==> config.mk <==
export PLATFORM = sky130hd
export DESIGN_NAME = uart_byte_tx_flat
export DESIGN_NICKNAME = d
export VERILOG_FILES = /design/src/rtl/uart_byte_tx_if.sv /design/src/rtl/uart_byte_tx.sv /design/src/flat_wrapper.sv
export SDC_FILE = /design/constraint.sdc
export NUM_CORES = 1
export LEC_CHECK = 0
export CAP_MARGIN = 20
export CORE_ASPECT_RATIO = 1.25
export CORE_MARGIN = 5
export CORE_UTILIZATION = 48
export CTS_CLUSTER_SIZE = 8
export DETAILED_ROUTE_END_ITERATION = 12
export PLACE_DENSITY = 0.69
export SLEW_MARGIN = 10
export SYNTH_ARGS = -nofsm -noshare
export SYNTH_HDL_FRONTEND = slang
export SYNTH_SLANG_ARGS = --single-unit
export TNS_END_PERCENT = 100
==> constraint.sdc <==
create_clock -name clk -period 2.5 [get_ports clk]
set_clock_uncertainty 0.15 [all_clocks]
set_input_delay 0.25 -clock clk [delete_from_list [all_inputs] [get_ports clk]]
set_output_delay 0.25 -clock clk [all_outputs]
set_load 0.05 [all_outputs]
==> src/rtl/uart_byte_tx_if.sv <==
// uart_byte_tx_if: request/status bundle between a byte producer and the UART
// transmitter. The producer drives tx_start/tx_data; the transmitter returns the
// serial line and its busy/done status.
interface uart_byte_tx_if;
  logic       tx_start;
  logic [7:0] tx_data;
  logic       txd;
  logic       tx_busy;
  logic       tx_done;

  modport master (
    output tx_start,
    output tx_data,
    input  txd,
    input  tx_busy,
    input  tx_done
  );

  modport slave (
    input  tx_start,
    input  tx_data,
    output txd,
    output tx_busy,
    output tx_done
  );
endinterface

==> src/rtl/uart_byte_tx.sv <==
// uart_byte_tx: 8N1 UART transmitter, one byte per request, LSB first.
// Bit time is BAUD_DIV = CLK_FREQ / BAUD clk cycles, from an internal divider.
// Build option UART_TX_PARITY_EN: inserts an even-parity bit after the data
// bits (8E1 framing). Left undefined, frames are 8N1 and no parity logic exists.
// All outputs come straight from flops, so txd is glitch-free.
module uart_byte_tx #(
  parameter int unsigned CLK_FREQ = 50000000,
  parameter int unsigned BAUD     = 115200
) (
  input logic           clk,
  input logic           rst,
  uart_byte_tx_if.slave tx_if
);

  localparam int unsigned BAUD_DIV = CLK_FREQ / BAUD;
  localparam int unsigned CntW     = (BAUD_DIV >= 2) ? $clog2(BAUD_DIV) : 1;
  localparam logic [CntW-1:0] BaudLast = CntW'(BAUD_DIV - 1);

  // A divider below 2 cannot form distinct bit periods.
  if (BAUD_DIV < 2) begin : g_div_check
    $error("uart_byte_tx: BAUD_DIV = CLK_FREQ / BAUD must be at least 2");
  end

  typedef enum logic [2:0] {
    StIdle,
    StStart,
    StData,
`ifdef UART_TX_PARITY_EN
    StParity,
`endif
    StStop
  } state_e;

  state_e          r_state;
  logic [CntW-1:0] r_baud_cnt;
  logic [2:0]      r_bit_cnt;
  logic [7:0]      r_shift;
  logic            r_txd;
  logic            r_busy;
  logic            r_done;
`ifdef UART_TX_PARITY_EN
  logic            r_parity;
`endif

  logic w_baud_tc;
  logic w_accept;

  // Last cycle of the current bit period.
  assign w_baud_tc = (r_baud_cnt == BaudLast);

  // A request is taken in idle, or at the very end of a stop bit so that a
  // held tx_start chains the next frame with no idle gap.
  assign w_accept = tx_if.tx_start &&
                    ((r_state == StIdle) || ((r_state == StStop) && w_baud_tc));

  // Frame sequencer: state, bit/baud counters, shifter and registered outputs.
  always_ff @(posedge clk) begin
    if (rst) begin
      r_state    <= StIdle;
      r_baud_cnt <= '0;
      r_bit_cnt  <= '0;
      r_shift    <= '0;
      r_txd      <= 1'b1;
      r_busy     <= 1'b0;
      r_done     <= 1'b0;
`ifdef UART_TX_PARITY_EN
      r_parity   <= 1'b0;
`endif
    end else if (w_accept) begin
      r_state    <= StStart;
      r_baud_cnt <= '0;
      r_bit_cnt  <= '0;
      r_shift    <= tx_if.tx_data;
      r_txd      <= 1'b0;
      r_busy     <= 1'b1;
      // Chained accept still reports completion of the previous frame.
      r_done     <= (r_state == StStop);
`ifdef UART_TX_PARITY_EN
      r_parity   <= ^tx_if.tx_data;
`endif
    end else begin
      r_done <= 1'b0;
      if (r_state != StIdle) begin
        r_baud_cnt <= w_baud_tc ? '0 : r_baud_cnt + CntW'(1);
      end
      unique case (r_state)
        StIdle: begin
          r_txd  <= 1'b1;
          r_busy <= 1'b0;
        end
        StStart: begin
          if (w_baud_tc) begin
            r_state <= StData;
            r_txd   <= r_shift[0];
          end
        end
        StData: begin
          if (w_baud_tc) begin
            if (r_bit_cnt == 3'd7) begin
              r_bit_cnt <= '0;
`ifdef UART_TX_PARITY_EN
              r_state   <= StParity;
              r_txd     <= r_parity;
`else
              r_state   <= StStop;
              r_txd     <= 1'b1;
`endif
            end else begin
              r_bit_cnt <= r_bit_cnt + 3'd1;
              r_shift   <= {1'b0, r_shift[7:1]};
              r_txd     <= r_shift[1];
            end
          end
        end
`ifdef UART_TX_PARITY_EN
        StParity: begin
          if (w_baud_tc) begin
            r_state <= StStop;
            r_txd   <= 1'b1;
          end
        end
`endif
        StStop: begin
          if (w_baud_tc) begin
            r_state <= StIdle;
            r_txd   <= 1'b1;
            r_busy  <= 1'b0;
            r_done  <= 1'b1;
          end
        end
        default: begin
          r_state <= StIdle;
          r_txd   <= 1'b1;
          r_busy  <= 1'b0;
        end
      endcase
    end
  end

  assign tx_if.txd     = r_txd;
  assign tx_if.tx_busy = r_busy;
  assign tx_if.tx_done = r_done;

endmodule

==> src/flat_wrapper.sv <==
// flat-port wrapper written by rule: the top's interface ports become plain ports
module uart_byte_tx_flat 
#(
  parameter int unsigned CLK_FREQ = 50000000,
  parameter int unsigned BAUD     = 115200
)
  (clk, rst, tx_if_tx_start, tx_if_tx_data, tx_if_txd, tx_if_tx_busy, tx_if_tx_done);
  uart_byte_tx_if tx_if_i ();
  input logic clk;
  input logic rst;
  input wire logic [$bits(tx_if_i.tx_start)-1:0] tx_if_tx_start;
  input wire logic [$bits(tx_if_i.tx_data)-1:0] tx_if_tx_data;
  output wire logic [$bits(tx_if_i.txd)-1:0] tx_if_txd;
  output wire logic [$bits(tx_if_i.tx_busy)-1:0] tx_if_tx_busy;
  output wire logic [$bits(tx_if_i.tx_done)-1:0] tx_if_tx_done;
  assign tx_if_i.tx_start = tx_if_tx_start;
  assign tx_if_i.tx_data = tx_if_tx_data;
  assign tx_if_txd = tx_if_i.txd;
  assign tx_if_tx_busy = tx_if_i.tx_busy;
  assign tx_if_tx_done = tx_if_i.tx_done;
  uart_byte_tx #(.CLK_FREQ(CLK_FREQ), .BAUD(BAUD)) u_core (.clk(clk), .rst(rst), .tx_if(tx_if_i));
endmodule
==> metrics.sh <==
SYNTH-XOR-AREA-SHARE_PCT=5.38
WORSTPATHMAXFANOUT=8
STATUS='complete, no violations'
P_LEAK_nW=0.514
CELL_AREA_AFTER_TECHNOLOGY_MAPPING_MM2=0.00130
CLOCK_TREE.HTREE_LEVEL_COUNT=1
MAXCLOCKFREQUENCY_MHz=472
GRT_MAX_DEGREE=19
ANT_NETS=0
COMPOUND_CELL_AREA_SHARE_OF_THE_YOSYS_NETLIST_PCT=15.7
CLK_BUF_DEPTH=2
ANTENNADIODECOUNT=0
YS.WARNINGS.COUNT=0
TRITONCTS='built'
YOSYS.AREA.TOP_TYPE='sky130_fd_sc_hd__dfxtp_1'
POST_CTS_HOLD_BUFFER_COUNT=0
VIAS_PER_CELL=5.35
YS_TYPES=35
FIRST_GLOBAL_VIAS=996
VIAS=1012
SYNTH_TOP_CELL_AREA_SHARE_PCT=38.5
ANTENNA_FOUND_INITIAL=0
CTS_ROOT_BUFFER='sky130_fd_sc_hd__clkbuf_4'
NUMBER_OF_ENABLE_FLIP_FLOP_CELLS_AFTER_SYNTHESIS=0
SYN_NETS=158
PATH_CLASS='reg -> reg'
FLOORPLAN.IO_PINS=14
POST_CTS_BUFFERS=0
GRT.OVERFLOW.TOTAL=0
WORSTPATHCELLLIST='ha_1, ha_1, nand2b_1, nor4_4, mux2i_1, a211oi_2'
CRITICAL_PATH.STARTPOINT_TYPE='flip-flop'
CPMOSTUSEDCELL='sky130_fd_sc_hd__ha_1'
CRITICAL_PATH.TOP_DELAY_FAMILY='simple AND/OR/NAND/NOR gates'
FINISH.CELL_COUNT_WITHOUT_FILLERS=189
DP.FINAL_HPWL_MM=1.93
MAXCAPVIOLATIONS=0
SETUP.WORST_PATH.END_CLASS='flip-flop'
SLEW_HEADROOM_PCT=55.6
SYN_INST=139
SYNTH_AREA_PER_CELL_UM2=9.36
DRTITER0DRC=25
DIE_W_UM=56.6
SLEW_VIOLATIONS=0
SYNTH.MUX.AREA_FRACTION_PCT=6.15
CRITICAL_PATH.SLOWEST_CELL='sky130_fd_sc_hd__nor4_4'
PROPORTION_OF_LAYOUT_CELLS_WITH_A_DRIVE_SUFFIX_ABOVE_1_PCT=11.6
SETUP_VIOL_COUNT_FINAL=0
CTS-BUFFERS-INSERTED=3
YS_TOP_CELLS_BY_AREA='sky130_fd_sc_hd__dfxtp_1, sky130_fd_sc_hd__ha_1, sky130_fd_sc_hd__a211oi_2, sky130_fd_sc_hd__mux2i_1, sky130_fd_sc_hd__nor2_1'
CELLPOWERDENSITY_mW_PER_MM2=496
SYNTHTOLAYOUTAREAGROWTH_PCT=15.6
YOSYS_REGISTER_BITS=25
PATH_BUF_INV=0
DP.CELLS=185
PLACEMENT_ROWS=21
FINALHOLDVIOLATIONS=0
CLK_PIN_SLEW_WORST_PATHS_PS=130
POSTROUTEWIRELENGTH_MM=2.49
TIMING.HOLD.WORST.CLASS='reg -> reg'
SHARE_OF_SYNTHESIZED_AREA_OCCUPIED_BY_FLIP_FLOPS_AND_LATCHES_PCT=38.5
CPPEAKSTAGEDELAY_PS=520
PORTBUFS=13
COMBINATIONAL_FAMILY_WITH_THE_MOST_AREA_AFTER_SYNTHESIS='simple AND/OR/NAND/NOR gates'
GP_CONGESTION=0.834
DETAILED_ROUTING_ITERATION_COUNT_FOR_THE_PRE_ANTENNA_REPAIR_PASS=4
WORST_HOLD_SLACK_PS=321
GRT_SETUP_UNREPAIRED='false'
SYNTH-MAIN-FF-CELL='sky130_fd_sc_hd__dfxtp_1'
WORST_SLEW_PIN_TRAN_PS=660
FINAL_CORE_UTIL_PCT=56.7
FINAL_PERIOD_MINUS_WORST_SETUP_SLACK_PS=2120
FINISH.NET_COUNT=175
SYNTHARSTFLOPSHARE_PCT=0
WORSTPATHREQUIRED_PS=2560
CORE_REGION_AREA_MM2=0.00265
DIE_H_UM=68.2
SIMPLE_GATE_SHARE_OF_THE_SYNTHESIZED_AREA_PCT=23.9
CTS_SINKS=25
DRC=0
WORST_VDD_IR_mV=0.413
TIMING.FINAL.WS_SETUP_PS=381
GRT_FIRST_PASS_WIRELENGTH_MM=4.39
WORST-ENDPOINT-ARRIVAL_PS=2180
FINAL.SETUP.TNS_PS=0
CLK-INSERTION-DELAY-LATE_PS=310
DIE_AREA_MM2=0.00386
FLOORPLAN.INITIALDENSITY_PCT=49.0
POST_ROUTE_CLOCK_PERIOD_UTILIZATION_PCT=84.8
PLACEMENT.SETUP.WORST_SLACK_PS=384
SYNTHADDERAREAFRAC_PCT=7.69
DETAIL_ROUTE.WL_PER_CELL_UM=13.2
GRT_USE_TOTAL_PCT=14.5
POST_CTS.RESIZED_INSTANCES=0
-- cells in the final DEF (no fill, tap or decap), types with 2 or more instances in the layout --
cell,instances
sky130_fd_sc_hd__mux2i_1,8
sky130_fd_sc_hd__nand3_1,4
sky130_fd_sc_hd__clkbuf_4,3
sky130_fd_sc_hd__xnor2_1,5
sky130_fd_sc_hd__nor2_1,20
sky130_fd_sc_hd__xor2_1,3
sky130_fd_sc_hd__nor4bb_1,2
sky130_fd_sc_hd__nand2_1,10
sky130_fd_sc_hd__dfxtp_1,25
sky130_fd_sc_hd__a21oi_1,8
sky130_fd_sc_hd__nand4b_1,2
sky130_fd_sc_hd__inv_1,6
sky130_fd_sc_hd__and4b_1,2
sky130_fd_sc_hd__clkdlybuf4s50_1,13
sky130_fd_sc_hd__o21ai_0,4
sky130_fd_sc_hd__nand2b_1,2
sky130_fd_sc_hd__buf_4,2
sky130_fd_sc_hd__a211oi_2,7
sky130_fd_sc_hd__ha_1,8
sky130_fd_sc_hd__nor3_1,4
-- where the power goes --
group / internal (mW) / switching (mW) / leakage [nW]
clock: 0.0598 / 0.118 / 0.0177
combinational: 0.0603 / 0.0760 / 0.292
sequential: 0.419 / 0.0137 / 0.204
total: 0.539 / 0.207 / 0.514
-- worst paths after layout --
kind,depth (start not counted),start,to,slack [ps]
worst max-delay path,6,u_core.r_bit_cnt[0],u_core.r_shift[2],380
worst min-delay path,2,u_core.r_bit_cnt[2],u_core.r_bit_cnt[2],320
worst max register to register,6,u_core.r_bit_cnt[0],u_core.r_shift[2],380
worst min register to register,2,u_core.r_bit_cnt[2],u_core.r_bit_cnt[2],320
-- state kept, by name, indices dropped and copies added (netlist names) --
signal                cells
u_core.r_state            2
u_core.tx_if.txd          1
u_core.tx_if.tx_busy      1
u_core.r_shift            8
u_core.r_bit_cnt          3
u_core.tx_if.tx_done      1
u_core.r_baud_cnt         9
-- worst register-to-register path, delay by kind of cell, from the launching register on --
kind	cells	cell delay [ps]
AOI/OAI and AO/OA	1	90
adders and majority gates	2	400
DFF	1	350
muxes	1	310
and+or+nand+nor	2	710
-- cell type report --
class,count,area [µm²]
inverters,6,22.5
flip-flops and latches,25,500
well taps,34,42.5
fillers,248,1150
clock buffers,3,22.5
clock inverters,1,5.00
repair buffers,15,145
multi-input cells,105,766
-- through the flow --
step           total power [mW]  instance area [µm²]
2_1_floorplan             0.531                 1300
3_3_place_gp              0.574                 1480
3_5_place_dp              0.578                 1480
4_1_cts                   0.756                 1500
5_1_grt                   0.787                 1500
6_report                  0.746                 1500
-- Yosys cell counts, types with 2 or more instances --
master,count
sky130_fd_sc_hd__a21oi_1,8
sky130_fd_sc_hd__ha_1,8
sky130_fd_sc_hd__o21ai_0,4
sky130_fd_sc_hd__nand3_1,4
sky130_fd_sc_hd__xnor2_1,5
sky130_fd_sc_hd__nor2_1,20
sky130_fd_sc_hd__nor4bb_1,2
sky130_fd_sc_hd__nand2b_1,2
sky130_fd_sc_hd__clkbuf_1,2
sky130_fd_sc_hd__and4b_1,2
sky130_fd_sc_hd__dfxtp_1,25
sky130_fd_sc_hd__xor2_1,3
sky130_fd_sc_hd__nand4b_1,2
sky130_fd_sc_hd__mux2i_1,8
sky130_fd_sc_hd__inv_1,6
sky130_fd_sc_hd__nand2_1,10
sky130_fd_sc_hd__nor3_1,4
sky130_fd_sc_hd__a211oi_2,7
-- routing by layer --
layer	track usage [%]	up-vias	wire length [µm]
li1	-	526	-
met4	6.23	0	21
met2	26.9	16	1250
met5	0	-	0
met1	16.1	468	1130
met3	2.64	2	86
-- kinds of logic after synthesis --
kind of cell / Yosys count
AND/OR/NAND/NOR: 56
AO/OA/AOI/OAI: 25
flip-flops: 25
buffers and inverters: 9
XOR/XNOR: 8
multiplexers: 8
adder cells (fa/ha/maj): 8
Power figures use the tool's default switching activity.
